===== config.mk =====
export PLATFORM = sky130hd
export DESIGN_NAME = iiitb_sdgen
export DESIGN_NICKNAME = d
export VERILOG_FILES = /design/src/rtl/iiitb_sdgen.sv
export SDC_FILE = /design/constraint.sdc
export NUM_CORES = 1
export LEC_CHECK = 0
export ABC_AREA = 1
export CORE_UTILIZATION = 57
export CTS_BUF_LIST = sky130_fd_sc_hd__clkbuf_8
export DETAILED_ROUTE_END_ITERATION = 10
export GPL_ROUTABILITY_DRIVEN = 0
export PLACE_DENSITY = 0.85
export SETUP_SLACK_MARGIN = 0.2
export SLEW_MARGIN = 30
export SYNTH_ARGS = -nofsm -noshare
export SYNTH_HDL_FRONTEND = slang
export SYNTH_SLANG_ARGS = --single-unit

===== constraint.sdc =====
create_clock -name clk -period 3 [get_ports clk]
set_input_delay 0.6 -clock clk [delete_from_list [all_inputs] [get_ports clk]]
set_output_delay 0.6 -clock clk [all_outputs]
set_load 0.01 [all_outputs]

===== src/rtl/iiitb_sdgen.sv =====
// Serial sequence generator: captures a WIDTH-bit pattern on start and shifts it out
// MSB-first on dout, repeated rpt+1 times with an optional GAP-cycle idle spacing.
module iiitb_sdgen #(
  parameter int WIDTH = 4,
  parameter int GAP   = 0,
  parameter int RPTW  = 4
) (
  input  logic             clk,
  input  logic             reset,
  input  logic             start,
  input  logic             abort,
  input  logic [WIDTH-1:0] pat_in,
  input  logic [RPTW-1:0]  rpt,
  output logic             dout,
  output logic             valid,
  output logic             busy,
  output logic             done
);

  localparam int BW = $clog2(WIDTH);
  localparam int GW = (GAP > 1) ? $clog2(GAP) : 1;
  localparam logic [BW-1:0] BIT_LAST = BW'(WIDTH - 1);
  localparam logic [GW-1:0] GAP_LAST = (GAP > 0) ? GW'(GAP - 1) : '0;

  typedef enum logic [1:0] {S_IDLE, S_SEND, S_GAP} state_t;

  state_t           state, state_nxt;
  logic [WIDTH-1:0] pat, pat_nxt;
  logic [WIDTH-1:0] shreg, shreg_nxt;
  logic [BW-1:0]    bitcnt, bitcnt_nxt;
  logic [RPTW-1:0]  repcnt, repcnt_nxt;
  logic [GW-1:0]    gapcnt, gapcnt_nxt;
  logic             dout_nxt, valid_nxt, busy_nxt, done_nxt;

  always_ff @(posedge clk or posedge reset) begin
    if (reset) begin
      state  <= S_IDLE;
      pat    <= '0;
      shreg  <= '0;
      bitcnt <= '0;
      repcnt <= '0;
      gapcnt <= '0;
      dout   <= 1'b0;
      valid  <= 1'b0;
      busy   <= 1'b0;
      done   <= 1'b0;
    end else begin
      state  <= state_nxt;
      pat    <= pat_nxt;
      shreg  <= shreg_nxt;
      bitcnt <= bitcnt_nxt;
      repcnt <= repcnt_nxt;
      gapcnt <= gapcnt_nxt;
      dout   <= dout_nxt;
      valid  <= valid_nxt;
      busy   <= busy_nxt;
      done   <= done_nxt;
    end
  end

  always_comb begin
    state_nxt  = state;
    pat_nxt    = pat;
    shreg_nxt  = shreg;
    bitcnt_nxt = bitcnt;
    repcnt_nxt = repcnt;
    gapcnt_nxt = gapcnt;
    dout_nxt   = dout;
    valid_nxt  = valid;
    busy_nxt   = busy;
    done_nxt   = 1'b0;

    case (state)
      S_IDLE: begin
        dout_nxt  = 1'b0;
        valid_nxt = 1'b0;
        busy_nxt  = 1'b0;
        if (start) begin
          pat_nxt    = pat_in;
          shreg_nxt  = pat_in;
          bitcnt_nxt = BIT_LAST;
          repcnt_nxt = rpt;
          dout_nxt   = pat_in[WIDTH-1];
          valid_nxt  = 1'b1;
          busy_nxt   = 1'b1;
          state_nxt  = S_SEND;
        end
      end

      S_SEND: begin
        if (bitcnt != '0) begin
          shreg_nxt  = shreg << 1;
          dout_nxt   = shreg[WIDTH-2];
          bitcnt_nxt = bitcnt - BW'(1);
        end else if (repcnt != '0) begin
          if (GAP == 0) begin
            // Repeats come from the captured copy so pat_in may change freely mid-burst.
            shreg_nxt  = pat;
            dout_nxt   = pat[WIDTH-1];
            bitcnt_nxt = BIT_LAST;
            repcnt_nxt = repcnt - RPTW'(1);
          end else begin
            dout_nxt   = 1'b0;
            valid_nxt  = 1'b0;
            gapcnt_nxt = GAP_LAST;
            state_nxt  = S_GAP;
          end
        end else begin
          dout_nxt  = 1'b0;
          valid_nxt = 1'b0;
          busy_nxt  = 1'b0;
          done_nxt  = 1'b1;
          state_nxt = S_IDLE;
        end
      end

      S_GAP: begin
        dout_nxt  = 1'b0;
        valid_nxt = 1'b0;
        if (gapcnt == '0) begin
          shreg_nxt  = pat;
          dout_nxt   = pat[WIDTH-1];
          valid_nxt  = 1'b1;
          bitcnt_nxt = BIT_LAST;
          repcnt_nxt = repcnt - RPTW'(1);
          state_nxt  = S_SEND;
        end else begin
          gapcnt_nxt = gapcnt - GW'(1);
        end
      end

      default: state_nxt = S_IDLE;
    endcase

    // Cancel wins over every other transition and suppresses done.
    if (abort && (state != S_IDLE)) begin
      state_nxt = S_IDLE;
      dout_nxt  = 1'b0;
      valid_nxt = 1'b0;
      busy_nxt  = 1'b0;
      done_nxt  = 1'b0;
    end
  end

endmodule


==> results.cfg, run 1 <==
[logic_synthesis]
synth_flop_cell = dfrtp_1
synthCells = 118
yosysSeqAreaShare_pct = 46.8
yosysUniqueCellTypes = 18
syn_nets = 132
syn_area_sq_um = 908
synth-async-reset-ratio_pct = 100
synth_seq_cells = 17
syn_area_per_cell_sq_um = 7.70
synth_edf_count = 0
yosys_warnings = 0

[placed_design]
dp_hpwl_mm = 1.38
dp_cells = 146
io_buffers = 15

[sta]
finalCriticalPeriod_ps = 1770
relSlewSlack_pct = 58.3
setup_tns_ps = 0
period_share_pct = 59.0
drv_slew = 0
worst-slew-pin-transition_ps = 625
max_freq_mhz = 565
fin_skew_ps = 0.954
rsz0062_at_grt = false
finalHoldViolCount = 0
setup_viol = 0

[floorplan]
io-pin-count = 16
die_h_um = 41.9
die_area_sq_mm = 0.00176
rows = 14
core_sq_mm = 0.00149
start_util_pct = 61.0
die_x_um = 41.9

[route]
wl_per_cell_um = 12.2
wl_mm = 1.83
viasPerCell = 5.37
vias = 806
drc = 0
drtPass1Iterations = 4
drtIter0Drc = 33
antenna_left = 0

[setup_path]
critPathMaxStageDelay_ps = 550
crit_type = flip-flop to output port
cp_slowest_cell = clkdlybuf4s50_1
crit_family = buffers and inverters
worstPathMaxFanout = 3
end_kind = output port
crit_chain = clkdlybuf4s50_1
critPathBufInv = 1
start_kind = flip-flop
crit_required_ps = 2400
worstPathArrival_ps = 1170

[run_status]
status = finished, final reports clean

[cells_and_area]
seq_area_sq_um = 425
final_net_count = 149
layout_commonest_cell = nand2_1
drive_above_1_share_pct = 8.21
nFillCells = 112
multi_input_area_sq_um = 389
num_antenna_cells = 0
final_cell_mix = 39 x nand2_1, 18 x nand3_1, 17 x dfrtp_1
synthToLayoutAreaGrowth_pct = 20.5
instances_no_fill = 150

[power]
ir_drop_v = 0.000489
power_density_mw_per_mm2 = 972
total_power_uw = 1060
p_leak_uw = 0.000567

[clock_network]
root_buffer = clkbuf_8
clkSinkCount = 17
ctsResizeCount = 0
postCtsSetupBuffers = 0
cts_tree = done
cts_made_buffers = 3
htreeDepth = 1
path_clk_slew_ps = 70
clock_latency_ps = 250
cts_hold_buf = 0
clockBufferDepth = 2

[worst_hold_path]
hold_class = flip-flop to flip-flop

[grt]
grt_usage_pct = 23.0
antenna_found_initial = 0
grt_pass1_wl_mm = 3.08
overflow = 0
grt_start_max_net_pins = 18
grt_pass1_vias = 795

[job]
maxCapViolCount = 0
## cells by family after synthesis
logic type | Yosys count | share of synthesized area (%)
AOI/OAI and AO/OA | 13 | 8.13
buffers and inverters | 20 | 10.3
DFF | 17 | 46.8
adders and majority gates | 2 | 2.75
and+or+nand+nor | 66 | 32.0
## power by group
part           switching, uW  total, uW  internal, uW
registers               89.2        423           334
logic                    278        470           192
clock network           78.8        171          92.2
total                    446       1060           618
## metrics by stage
step           cell area (sq um)  setup slack, ps  util [%]  hold WS [ps]
4_1_cts                     1090             1220      73.5           482
5_1_grt                     1090             1190      73.5           510
3_3_place_gp                1050             1320      70.4           457
6_report                    1090             1230      73.5           479
2_1_floorplan                908             1770         -           442
3_5_place_dp                1050             1270      70.4           465
## worst paths after layout
kind / startpoint / cells past startpoint / endpoint / slack (ps)
setup / recovery: valid / 1 / valid / 1230
hold / removal: pat[3] / 2 / pat[3] / 480
setup reg to reg: repcnt[0] / 7 / shreg[2] / 1500
hold reg to reg: pat[3] / 2 / pat[3] / 480
max in group asynchronous: reset / 2 / repcnt[1] / 1880
min in group asynchronous: reset / 2 / dout / 720
## area by class of cell
cell class                      instances  area share [%]
Inverter                               17            5.83
Multi-Input combinational cell         81            35.5
Clock buffer                            3            3.77
Timing Repair Buffer                   15            13.7
Clock inverter                          1           0.457
Sequential cell                        17            38.9
Tap cell                               16            1.83
## Yosys cell counts, drive strengths merged, types with 2 or more instances
master / n / area (sq um)
nand3: 18 / 90.1
o21ai: 8 / 40.0
nand4: 2 / 12.5
inv: 17 / 63.8
nor2: 4 / 22.5
nand2: 41 / 159
a21oi: 3 / 15.0
dfrtp: 17 / 425
ha: 2 / 25.0
buf: 3 / 30.0
## sequential cells by signal, indices dropped and copies added, names as in the netlist
name / flops
done: 1
shreg: 3
valid: 1
repcnt: 4
bitcnt: 2
state: 1
dout: 1
pat: 4
## worst register-to-register path, cell delays in order, from the launching register on
cell	delay, ps
dfrtp_1	390
inv_1	120
ha_1	240
nand3_1	160
nor2_1	120
nand2_1	150
nand3_1	140
nand2_1	60
## per-layer routing
layer	part of all wire, %	wire length (um)	GRT usage (%)	vias to the layer above
met3	4.5	83	2.61	7
met4	2.5	46	12.3	0
met5	0	0	0	-
li1	-	-	-	407
met2	51	926	40.9	30
met1	42	768	26.6	362
Power figures use the tool's default switching activity.
==> run 2: changes to the inputs <==
- CORE_ASPECT_RATIO: default -> 0.8
- CORE_UTILIZATION: 57 -> 53
- PLACE_DENSITY: 0.85 -> 0.8
- clock period: 3 -> 1.83 ns (I/O delays scaled with it)
==> results.cfg, run 2 (synthesis results as in run 1) <==
[clock_network]
clkSinkCount = 17
htreeDepth = 1
clock_latency_ps = 260
cts_made_buffers = 3
path_clk_slew_ps = 60
cts_tree = done
root_buffer = clkbuf_8
cts_hold_buf = 0
clockBufferDepth = 2

[grt]
grt_pass1_wl_mm = 3.21
busiest_layer = met2
overflow = 0
grtUsageMet3_pct = 9.81
grtUsageMet2_pct = 41.0
grt_pass1_vias = 767
grt_start_max_net_pins = 18
antenna_found_initial = 0
grtUsageMet1_pct = 30.9
grt_usage_pct = 27.0

[cells_and_area]
nFillCells = 104
final_net_count = 150
num_antenna_cells = 0
synthToLayoutAreaGrowth_pct = 22.2
layout_commonest_cell = nand2_1
drive_above_1_share_pct = 8.89
final_cell_mix = 39 x nand2_1, 18 x nand3_1, 17 x dfrtp_1
reg.largest.list = pat x4, repcnt x4, shreg x3

[power]
total_power_uw = 1750
p_leak_uw = 0.000572
power_density_mw_per_mm2 = 1570
ir_drop_v = 0.00103

[setup_path]
worstPathArrival_ps = 1160
start_kind = flip-flop
reg2reg_to = repcnt[0]
reg2reg_depth = 5
crit_family = buffers and inverters
worstPathMaxFanout = 3
crit_chain = clkdlybuf4s50_1
crit_type = flip-flop to output port
r2r_setup_slack_ps = 350
crit_required_ps = 1460
cp_slowest_cell = clkdlybuf4s50_1
critPathBufInv = 1
r2r_start = state[0]
end_kind = output port
critPathMaxStageDelay_ps = 540

[route]
wl_mm = 1.82
drc = 0
antenna_left = 0
vias = 819
drtIter0Drc = 39
drtPass1Iterations = 4
viasPerCell = 5.25
wl_per_cell_um = 11.7

[floorplan]
die_x_um = 48.3
die_h_um = 39.0
start_util_pct = 61.1
rows = 12
core_sq_mm = 0.00149
io-pin-count = 16
die_area_sq_mm = 0.00188

[sta]
fin_skew_ps = 3.20
setup_viol = 0
max_freq_mhz = 655
period_share_pct = 83.5
finalHoldViolCount = 0
rsz0062_at_grt = false
drv_slew = 0
relSlewSlack_pct = 63.3
setup_tns_ps = 0
worst-slew-pin-transition_ps = 550
finalCriticalPeriod_ps = 1530

[placed_design]
io_buffers = 15
dp_hpwl_mm = 1.35

[job]
maxCapViolCount = 0

[worst_hold_path]
hold_class = primary input to asynchronous set/reset pin

[run_status]
status = finished, final reports clean
run 2: changes by cell type in the layout (fill, tap and decap cells not counted), sizes merged:
cell and change:
buf +1, inv +1, clkinv -1
run 2: through the flow:
step	utilization (%)	instances	cell area [sq um]	hold WS, ps	setup slack, ps
2_1_floorplan	-	118	908	292	598
3_3_place_gp	71.5	152	1060	457	371
3_5_place_dp	71.5	152	1060	468	259
4_1_cts	74.5	156	1110	426	294
5_1_grt	74.7	156	1110	436	192
6_report	74.7	156	1110	421	302
run 2: worst max-delay path by stage:
| stage | cells after the start | endpoint | start |
|---|---|---|---|
| after floorplan | 7 | shreg[2] | repcnt[0] |
| after global placement | 7 | repcnt[1] | start |
| after detailed placement | 7 | repcnt[0] | start |
| after CTS | 1 | busy | valid |
| after global routing | 4 | repcnt[0] | state[0] |
| final | 1 | busy | valid |
run 2: layout make-up:
class	instances	area [sq um]	share of cell area (%)
Timing Repair Buffer	16	158	14.2
Inverter	17	63.8	5.75
Multi-Input combinational cell	81	392	35.3
Clock inverter	1	3.75	0.338
Sequential cell	17	425	38.3
Clock buffer	3	41.3	3.72
Tap cell	21	26.3	2.37
run 2: worst min-delay path, delay by kind of cell:
| family | cells | cell delay, ps |
|---|---|---|
| buffers and inverters | 3 | 680 |
run 2: where the power goes:
group          internal [uW]  total, uW  switching (uW)
clock                    149        275             126
combinational            321        780             460
sequential               548        691             143
total                   1020       1750             728
run 2: timing repair:
item | 4_1_cts | 5_1_grt
setup endpoints to repair | 0 | 2
setup buffers | 0 | 0
hold endpoints to repair | 0 | 0
gates resized for setup | 0 | 1
run 2: metal layers:
metal  vias to the layer above  wire length (um)
li1                        411                 -
met1                       375               829
met2                        29               846
met3                         4                94
met4                         0                52
met5                         -                 0
